**config.mk**
```make
export PLATFORM = sky130hd
export DESIGN_NAME = pipe_stall_ctrl
export DESIGN_NICKNAME = d
export VERILOG_FILES = /design/src/rtl/pipe_stall_ctrl.sv
export SDC_FILE = /design/constraint.sdc
export NUM_CORES = 1
export LEC_CHECK = 0
export BUFFER_PORTS_ARGS = -buffer_cell sky130_fd_sc_hd__buf_2
export CAP_MARGIN = 20
export CORE_MARGIN = 1.5
export CORE_UTILIZATION = 39
export DETAILED_ROUTE_END_ITERATION = 8
export PLACE_DENSITY = 0.84
export SYNTH_ARGS = -nofsm -noshare
export SYNTH_HDL_FRONTEND = slang
export SYNTH_SLANG_ARGS = --single-unit
```
**constraint.sdc**
```tcl
create_clock -name cpu_clk_50M -period 1.7 [get_ports cpu_clk_50M]
set_input_delay 0.34 -clock cpu_clk_50M [delete_from_list [all_inputs] [get_ports cpu_clk_50M]]
set_output_delay 0.34 -clock cpu_clk_50M [all_outputs]
set_load 0.05 [all_outputs]
```
**src/rtl/pipe_stall_ctrl.sv**
```systemverilog
// Pipeline stall/flush controller: priority stall vector, bubble insertion and a
// registered exception flush/redirect sequencer. Optional watchdog: PIPE_STALL_WDOG_EN.
module pipe_stall_ctrl #(
    parameter int STAGES       = 5,
    parameter int AW           = 32,
    parameter int GUARD_CYCLES = 2,
    parameter int WDOG_LIMIT   = 1024,
    parameter int WDOG_W       = 11
) (
    input  logic              cpu_clk_50M,
    input  logic              cpu_rst_n,
    input  logic [STAGES-2:0] stallreq,
    input  logic              excp_req,
    input  logic [AW-1:0]     excp_target,
    output logic [STAGES-1:0] stall,
    output logic [STAGES-1:0] bubble,
    output logic [STAGES-1:0] flush,
    output logic              redirect_valid,
    output logic [AW-1:0]     redirect_pc,
    output logic              busy,
    output logic              wdog_timeout
);

    localparam int GW = (GUARD_CYCLES > 0) ? $clog2(GUARD_CYCLES + 1) : 1;

    if ((2 ** WDOG_W) <= WDOG_LIMIT) begin : g_wdog_w_chk
        $error("pipe_stall_ctrl: WDOG_W too narrow for WDOG_LIMIT");
    end

    typedef enum logic [1:0] {
        IDLE  = 2'd0,
        FLUSH = 2'd1,
        GUARD = 2'd2
    } state_t;

    state_t            state, state_n;
    logic [GW-1:0]     guard_cnt;
    logic              accept;
    logic [STAGES-1:0] req_stall, req_bubble;

    assign accept = excp_req && ((state == IDLE) || ((state == GUARD) && (guard_cnt == '0)));

    always_ff @(posedge cpu_clk_50M or negedge cpu_rst_n) begin
        if (!cpu_rst_n) state <= IDLE;
        else            state <= state_n;
    end

    always_comb begin
        state_n = state;
        case (state)
            IDLE:    if (accept) state_n = FLUSH;
            FLUSH:   state_n = (GUARD_CYCLES > 0) ? GUARD : IDLE;
            GUARD:   if (guard_cnt == '0) state_n = accept ? FLUSH : IDLE;
            default: state_n = IDLE;
        endcase
    end

    always_ff @(posedge cpu_clk_50M or negedge cpu_rst_n) begin
        if (!cpu_rst_n) begin
            guard_cnt   <= '0;
            redirect_pc <= '0;
        end else if (accept) begin
            guard_cnt   <= GW'(GUARD_CYCLES);
            redirect_pc <= excp_target;
        end else if ((state == GUARD) && (guard_cnt != '0)) begin
            guard_cnt <= guard_cnt - 1'b1;
        end
    end

    // Ascending scan: the highest requesting stage overwrites lower ones.
    always_comb begin
        req_stall  = '0;
        req_bubble = '0;
        for (int unsigned i = 0; i < STAGES - 1; i++) begin
            if (stallreq[i]) begin
                req_stall  = ~({STAGES{1'b1}} << (i + 2));
                req_bubble = {{(STAGES-1){1'b0}}, 1'b1} << (i + 2);
            end
        end
    end

    always_comb begin
        stall          = '0;
        bubble         = '0;
        flush          = '0;
        redirect_valid = 1'b0;
        busy           = (state != IDLE);
        if (state == FLUSH) begin
            flush          = '1;
            redirect_valid = 1'b1;
        end else if (cpu_rst_n) begin
            stall  = req_stall;
            bubble = req_bubble;
        end
    end

`ifdef PIPE_STALL_WDOG_EN
    logic [WDOG_W-1:0] wdog_cnt;
    logic              wdog_flag;

    always_ff @(posedge cpu_clk_50M or negedge cpu_rst_n) begin
        if (!cpu_rst_n) begin
            wdog_cnt  <= '0;
            wdog_flag <= 1'b0;
        end else if (accept) begin
            wdog_cnt  <= '0;
            wdog_flag <= 1'b0;
        end else if (stallreq == '0) begin
            wdog_cnt <= '0;
        end else if (wdog_cnt != WDOG_W'(WDOG_LIMIT)) begin
            wdog_cnt <= wdog_cnt + 1'b1;
            if (wdog_cnt == WDOG_W'(WDOG_LIMIT - 1)) wdog_flag <= 1'b1;
        end
    end

    assign wdog_timeout = wdog_flag;
`else
    assign wdog_timeout = 1'b0;
`endif

endmodule

```
### Yosys cells after proc, flatten, opt, wreduce, memory -nomap -nowiden

Index checks and enable logic that the tools add are counted.

| word-level totals | value |
|---|---|
| register bits | 36 |
| input bits | 39 |
| output and inout bits | 50 |
| logic and storage cells | 38 |

| operators by class | value |
|---|---|
| $add $sub $neg | 1 |
| eq/ne operators | 4 |
| mux-type cells | 20 |
| reduce and logical (&&, ||, !) cells | 10 |

Operator list:

| operator | count |
|---|---|
| $mux 5 | 11 |
| $mux 2 | 5 |
| $pmux 2 s3 | 1 |
| $reduce_bool 2->1 | 3 |
| $logic_not 2->1 | 2 |
| $ne 2x2->1 const B | 2 |
| $logic_and 1x1->1 | 3 |
| $mux 3 | 1 |
| $eq 2x1->1 const B | 1 |
| $eq 2x2->1 const B | 1 |
| $mux 1 | 2 |
| $reduce_and 2->1 | 1 |
| $sub 2x1->2 const B | 1 |
| $logic_or 1x1->1 | 1 |

### Longest topological paths before layout

Gate-level depths: netlist of the first run.

| logic depth | value |
|---|---|
| depth in word-level cells | 7 |
| gate-level depth with buffers | 6 |
| mapped depth without buffers | 5 |

### Worst setup path before layout of the first run

OpenSTA, ideal clock, no wires.

| path | value |
|---|---|
| path kind | flip-flop to output port |
| from | register state[0] |
| to | output port bubble[3] |
| arrival | 2.314 ns |
| required time | 1.360 ns |
| setup slack | -0.954 ns |
| stages on the path, launching flop included | 4 |
| path buffers | 0 |
| cells stage by stage | dfrtp_1 nand2b_1 nand2_1 nor4b_1 |

| on the way | value |
|---|---|
| longest elaborated chain between the ends | 2 |

RTL lines:

| item | line | RTL |
|---|---|---|
| start: declaration | 36 | `state_t state, state_n;` |
| start signal: assignment | 45 | `else state <= state_n;` |
| $eq 2x1->1 | 88 | `if (state == FLUSH) begin` |
| $mux 5 | 88 |  |
| end: declaration | 16 | `output logic [STAGES-1:0] bubble,` |

No other way between the ends.

### Worst setup path after layout of the first run

| path | value |
|---|---|
| from | register guard_cnt[0] |
| to | register redirect_pc[17] |

| on the way | value |
|---|---|
| longest elaborated chain between the ends | 4 |

RTL lines:

| item | line | RTL |
|---|---|---|
| start: declaration | 37 | `logic [GW-1:0] guard_cnt;` |
| start signal: assignment | 63 | `guard_cnt <= GW'(GUARD_CYCLES);` |
| start signal: assignment | 66 | `guard_cnt <= guard_cnt - 1'b1;` |
| $logic_not 2->1 | 41 | `assign accept = excp_req && ((state == IDLE) \|\| ((state == GUARD) && (guard_cnt == '0)));` |
| $logic_and 1x1->1 | 41 |  |
| $logic_or 1x1->1 | 41 |  |
| $logic_and 1x1->1 | 41 |  |
| end signal: assignment | 64 | `redirect_pc <= excp_target;` |
| end: declaration | 19 | `output logic [AW-1:0] redirect_pc,` |

No other way between the ends.
A chain may end at the register's enable or synchronous reset.

==> results.md, run 1 <==
* Peak fanout along the critical path at 5
* Antenna diodes at 0
* Die width at 65.6 um
* Crit. End Element: flop
* Detail Route Antenna Nets at 0
* DR pass1 iterations at 4
* Clk_lat worst skew at 0.27 ns
* FF+latch count, synth at 36
* Data required, critical path at 1.86 ns
* Commonest non-fill, non-tap cell in the layout: buf_2
* Most frequent cells in the layout: buf_2, dfrtp_1, mux2_4
* Syn Area/Cell at 14.2 um2
* Final worst path period need at 1.71 ns
* First-pass GRT wire length at 5180 um
* TritonCTS clock tree: built
* Total die area at 0.00431 mm2
* Ys Warns at 0
* Final Core Density at 64.5%
* Number of antenna violations at the first check in global routing at 0
* Buffers added on ports at 85
* Hold Vio Cnt, Final at 0
* Initial core utilization at 41.1%
* Setup slack after placement at -0.00507 ns
* Synth area leaders: dfrtp_1, mux2_2, buf_4
* Remaining global-route overflow at 0
* CTS Buf Count at 5
* DR iter-0 viols at 44
* Clock tree buffer depth at 2
* Drt total wl at 3390 um
* Run status: finished, violations left
* Die Height at 65.6 um
* Layout cells sized above 1 at 71.9%
* Area delta synth->final at 56.7%
* Crit share post-route at 101%
* Area share of the largest cell type after synthesis at 58.9%
* Hold Crit Class: primary input to asynchronous set/reset pin
* Average wire per standard cell at 13.5 um
* Final routed DRC violation total at 0
* Critical Path Source Type: flop
* Slew Viols, Final at 0
* Final HPWL DP at 2270 um
* # IOs at 89
* Post-route setup TNS at -0.0468 ns
* Maxcap violations at 0
* CP cell instances: inv_1 -> ha_2 -> nand2b_4 -> nor3b_4 -> buf_12 -> clkbuf_16 -> mux2_2
* Fmax at 584 MHz
* Crit path DAT at 1.87 ns
* Violated checks: negative setup slack
* Fin cells at 251
* Post-synth top area cell: dfrtp_1
* Vias in the first global route at 1226
* Routability cong. at 0.729
* Critical path's slowest cell: dfrtp_1
* Via count at 1182
* Post-synth cell types at 20
* Total track usage at 15.8%
* DR vias/cell at 4.71
* Final setup fails at 8
* Worst-path clk slew at 0.07 ns
* Post-synthesis instance area at 0.00153 mm2
* CP max stage delay at 0.38 ns
* RSZ-0062 raised after global routing: true
* TritonCTS Sinks at 36
* Final worst slack at -0.0137 ns
* Placeable Area at 0.00372 mm2
* Root Driver: clkbuf_8
* Hold buffer count at cts at 0
* Inst Count DP at 235
* Htree depth at 2
* Setup Skew at 0.00335 ns
* Largest net degree at the start of global routing at 37
* Nets at 242
* Crit Path Class: flop to flop
* Cells after Synth at 108
* Register area share after synthesis at 58.9%
* Cell row count at 22
-- critical path: cells and delay by family, from the launching register on --
| family | cells | cell delay (ns) |
|---|---|---|
| adders and majority gates | 1 | 0.17 |
| buffers and inverters | 3 | 0.37 |
| DFF | 1 | 0.38 |
| muxes | 1 | 0.32 |
| and+or+nand+nor | 2 | 0.35 |
-- final timing paths --
kind / start / endpoint / slack (ns) / cells after the start
max: guard_cnt[0] / redirect_pc[17] / -0.01 / 7
min: cpu_rst_n / state[0] / 0.21 / 2
max reg2reg: guard_cnt[0] / redirect_pc[17] / -0.01 / 7
min reg2reg: redirect_pc[21] / redirect_pc[21] / 0.50 / 1
max in group asynchronous: cpu_rst_n / redirect_pc[28] / 1.18 / 2
min in group cpu_clk_50M: excp_target[4] / redirect_pc[4] / 0.29 / 2
-- stage by stage --
step / hold WS, ns / cell area, um2
CTS: 0.181 / 2210
detailed placement: 0.450 / 2010
floorplan: 0.0444 / 1580
finish: 0.208 / 2400
global route: 0.245 / 2400
global placement: 0.450 / 2010
-- timing repair --
action	4_1_cts	5_1_grt
buffers inserted	3	2
endpoints found under the setup margin	27	34
gates resized for setup	9	32
gates cloned	1	2
-- metal layers --
layer,vias up,part of all wire [%],GRT usage (%),wire [um]
met2,49,53,30.5,1790
met4,0,1.3,4.43,43
met3,6,5.0,4.11,169
met1,578,41,16.6,1390
li1,549,-,-,-
met5,-,0,0,0
-- state kept, by name (all words and copies together), names as in the netlist --
register and flops:
redirect_pc 32, state 2, guard_cnt 2
-- Yosys cell counts (all sizes together) --
library cell / count
or2: 1
buf: 12
mux2: 32
nand2: 1
or3: 1
a2bb2oi: 1
nor4b: 1
dfrtp: 36
inv: 5
conb: 1
a21oi: 3
nor3: 2
and3: 1
nor2: 4
o21ai: 1
ha: 1
nor3b: 3
nand2b: 2
-- logic make-up (layout without fill, tap and decap cells) --
| family | Yosys count | after routing | synth area share [%] |
|---|---|---|---|
| adders and majority gates | 1 | 1 | 0.818 |
| buffers and inverters | 17 | 110 | 7.86 |
| other | 1 | 3 | 0.245 |
| DFF | 36 | 36 | 58.9 |
| muxes | 32 | 32 | 23.6 |
| and+or+nand+nor | 16 | 16 | 6.71 |
| AOI/OAI and AO/OA | 5 | 5 | 1.88 |
-- final cells by class --
class                   instances  area [um2]
flip-flops and latches         36         901
multi-input cells              57         683
clock inverters                 2        35.0
well taps                      48        60.1
clock buffers                   6        72.6
fillers                       300        1320
inverters                       5        18.8
repair buffers                 97         626
Power of run 1 is left out: the tool's default activity adds up to more than one toggle a clock period on the data nets, which glitch-free logic cannot reach.
==> run 2: changes to the inputs <==
--- a/config.mk
+++ b/config.mk
@@ -8,9 +8,11 @@
 export BUFFER_PORTS_ARGS = -buffer_cell sky130_fd_sc_hd__buf_2
 export CAP_MARGIN = 20
 export CORE_MARGIN = 1.5
-export CORE_UTILIZATION = 39
+export CORE_UTILIZATION = 40
+export CTS_BUF_LIST = sky130_fd_sc_hd__clkbuf_8
 export DETAILED_ROUTE_END_ITERATION = 8
-export PLACE_DENSITY = 0.84
+export PLACE_DENSITY = 0.85
+export SETUP_SLACK_MARGIN = 0.5
 export SYNTH_ARGS = -nofsm -noshare
 export SYNTH_HDL_FRONTEND = slang
 export SYNTH_SLANG_ARGS = --single-unit
==> run 2 against run 1 <==
Compared with the run above:
- the flow still finishes with violations (negative setup slack)
- critical path depth shrank 3
- hold slack better by 0.036 ns
- largest cell class unchanged
- core utilization rose by 5.5 points
- die area is 2.4% lower
- routed wire length up 9.9%
- final cell count shrank 0.80%
- first-iteration DRC count is 23% lower
==> results.md, run 2 (synthesis results as in run 1) <==
* Vias in the first global route at 1263 (+3.0%)
* Initial core utilization at 41.8% (+0.62 points)
* Most frequent cells in the layout: buf_6, buf_2, dfrtp_1
* Setup Skew at 0.00330 ns (-0.0000430 ns)
* Run status: finished, violations left
* Hold Vio Cnt, Final at 0 (unchanged)
* Clk_lat worst skew at 0.28 ns (about the same)
* Fmax at 577 MHz (-1.2%)
* Crit Path Class: primary input to output pin
* Final routed DRC violation total at 0 (unchanged)
* Buffers added on ports at 85 (unchanged)
* RSZ-0062 raised after global routing: true
* Detail Route Antenna Nets at 0 (unchanged)
* Drt total wl at 3730 um (+9.9%)
* Final worst path period need at 1.73 ns (+0.0208 ns)
* Max_slew headroom at 53.5%
* Root Driver: clkbuf_8
* Die width at 64.8 um (-1.2%)
* Worst slew pin tran at 0.693 ns
* Final Core Density at 70.0% (+5.5 points)
* R2R cell count at 6 (-1)
* DR vias/cell at 4.76 (+0.97%)
* Antenna diodes at 0 (unchanged)
* Data required, critical path at 1.36 ns (-0.50 ns)
* Average wire per standard cell at 15.0 um (+11%)
* Final HPWL DP at 2340 um (+3.0%)
* Violated checks: negative setup slack
* Via count at 1184 (+0.17%)
* Largest regs: redirect_pc (32), guard_cnt (2), state (2)
* Cell row count at 22 (unchanged)
* CTS Buf Count at 5 (unchanged)
* # IOs at 89 (unchanged)
* Design Area, Final at 0.00256 mm2 (+6.9%)
* Worst R2R Start: guard_cnt[0]
* Nets at 241 (-0.41%)
* Routability cong. at 0.669 (-8.1%)
* DR pass1 iterations at 4 (unchanged)
* Setup crit start: stallreq[2]
* Worst-path clk slew at 0.07 ns (about the same)
* Clock tree buffer depth at 2 (unchanged)
* Largest net degree at the start of global routing at 37 (unchanged)
* Final hold slack at 0.244 ns (+0.0361 ns)
* Slew Viols, Final at 0 (unchanged)
* First-pass GRT wire length at 5910 um (+14%)
* Placeable Area at 0.00366 mm2 (-1.5%)
* Hold Crit Class: primary input to asynchronous set/reset pin
* Total track usage at 18.9% (+3.1 points)
* Max reg flops at 32 (unchanged)
* Peak fanout along the critical path at 5 (unchanged)
* Placed Area at 0.00203 mm2 (+1.1%)
* Post-route setup TNS at -0.0744 ns (-0.0275 ns)
* Reg-to-reg setup timing slack at 0 ns (about the same)
* Layout cells sized above 1 at 75.1% (+3.2 points)
* Commonest non-fill, non-tap cell in the layout: buf_6
* R2R Path End: redirect_pc[23]
* Final setup fails at 6 (-2)
* Htree depth at 2 (unchanged)
* DR iter-0 viols at 34 (-23%)
* Total die area at 0.00420 mm2 (-2.4%)
* Area delta synth->final at 67.6%
* Die Height at 64.8 um (-1.2%)
* Hold buffer count at cts at 0 (unchanged)
* Crit. End Element: output pin
* Maxcap violations at 0 (unchanged)
* Final worst slack at -0.0345 ns (-0.0208 ns)
* Largest Register: redirect_pc
* Number of antenna violations at the first check in global routing at 0 (unchanged)
* TritonCTS Sinks at 36 (unchanged)
* Critical Path Source Type: primary input
* Crit share post-route at 102% (+1.2 points)
* Crit path DAT at 1.39 ns (-0.48 ns)
* Remaining global-route overflow at 0 (unchanged)
* TritonCTS clock tree: built
run 2: what timing repair did:
action                     CTS  global route
pin swaps                    2             1
setup endpoints to repair   81            79
resized for setup          107             6
setup buffers                4             5
run 2: worst max path at each step:
| stage | end | slack [ns] | depth (start not counted) |
|---|---|---|---|
| after floorplan | bubble[3] | 0.06 | 3 |
| after global placement | redirect_pc[13] | 0.08 | 6 |
| after detailed placement | redirect_pc[1] | 0.02 | 6 |
| after CTS | bubble[3] | -0.02 | 4 |
| after global routing | bubble[3] | -0.08 | 4 |
| final | stall[0] | -0.03 | 4 |
run 2: critical path, cell delays in order:
cell and delay (ns):
buf_2 0.14, nor3_1 0.60, a21oi_4 0.13, buf_6 0.18
run 2: area by class of cell:
type / instances / area, um2
Inverter: 5 / 22.5
Multi-Input combinational cell: 57 / 654
Clock inverter: 2 / 8.76
Fill cell: 254 / 1100
Timing Repair Buffer: 96 / 846
Clock buffer: 5 / 68.8
Sequential cell: 36 / 902
Tap cell: 48 / 60.1
run 2: metal layers:
layer / up-vias / GRT usage, % / share of wire [%]
met2: 64 / 32.7 / 52
met1: 572 / 20.0 / 38
met4: 0 / 9.04 / 2.1
met5: - / 0 / 0
li1: 540 / - / -
met3: 8 / 7.29 / 8.7
run 2: through the flow:
step	instances	worst slack (ns)
6_report	249	-0.0345
5_1_grt	249	-0.0766
4_1_cts	244	-0.0189
3_5_place_dp	233	0.0250
3_3_place_gp	233	0.0776
2_1_floorplan	110	0.0606
Power of run 2 is left out for the same reason.
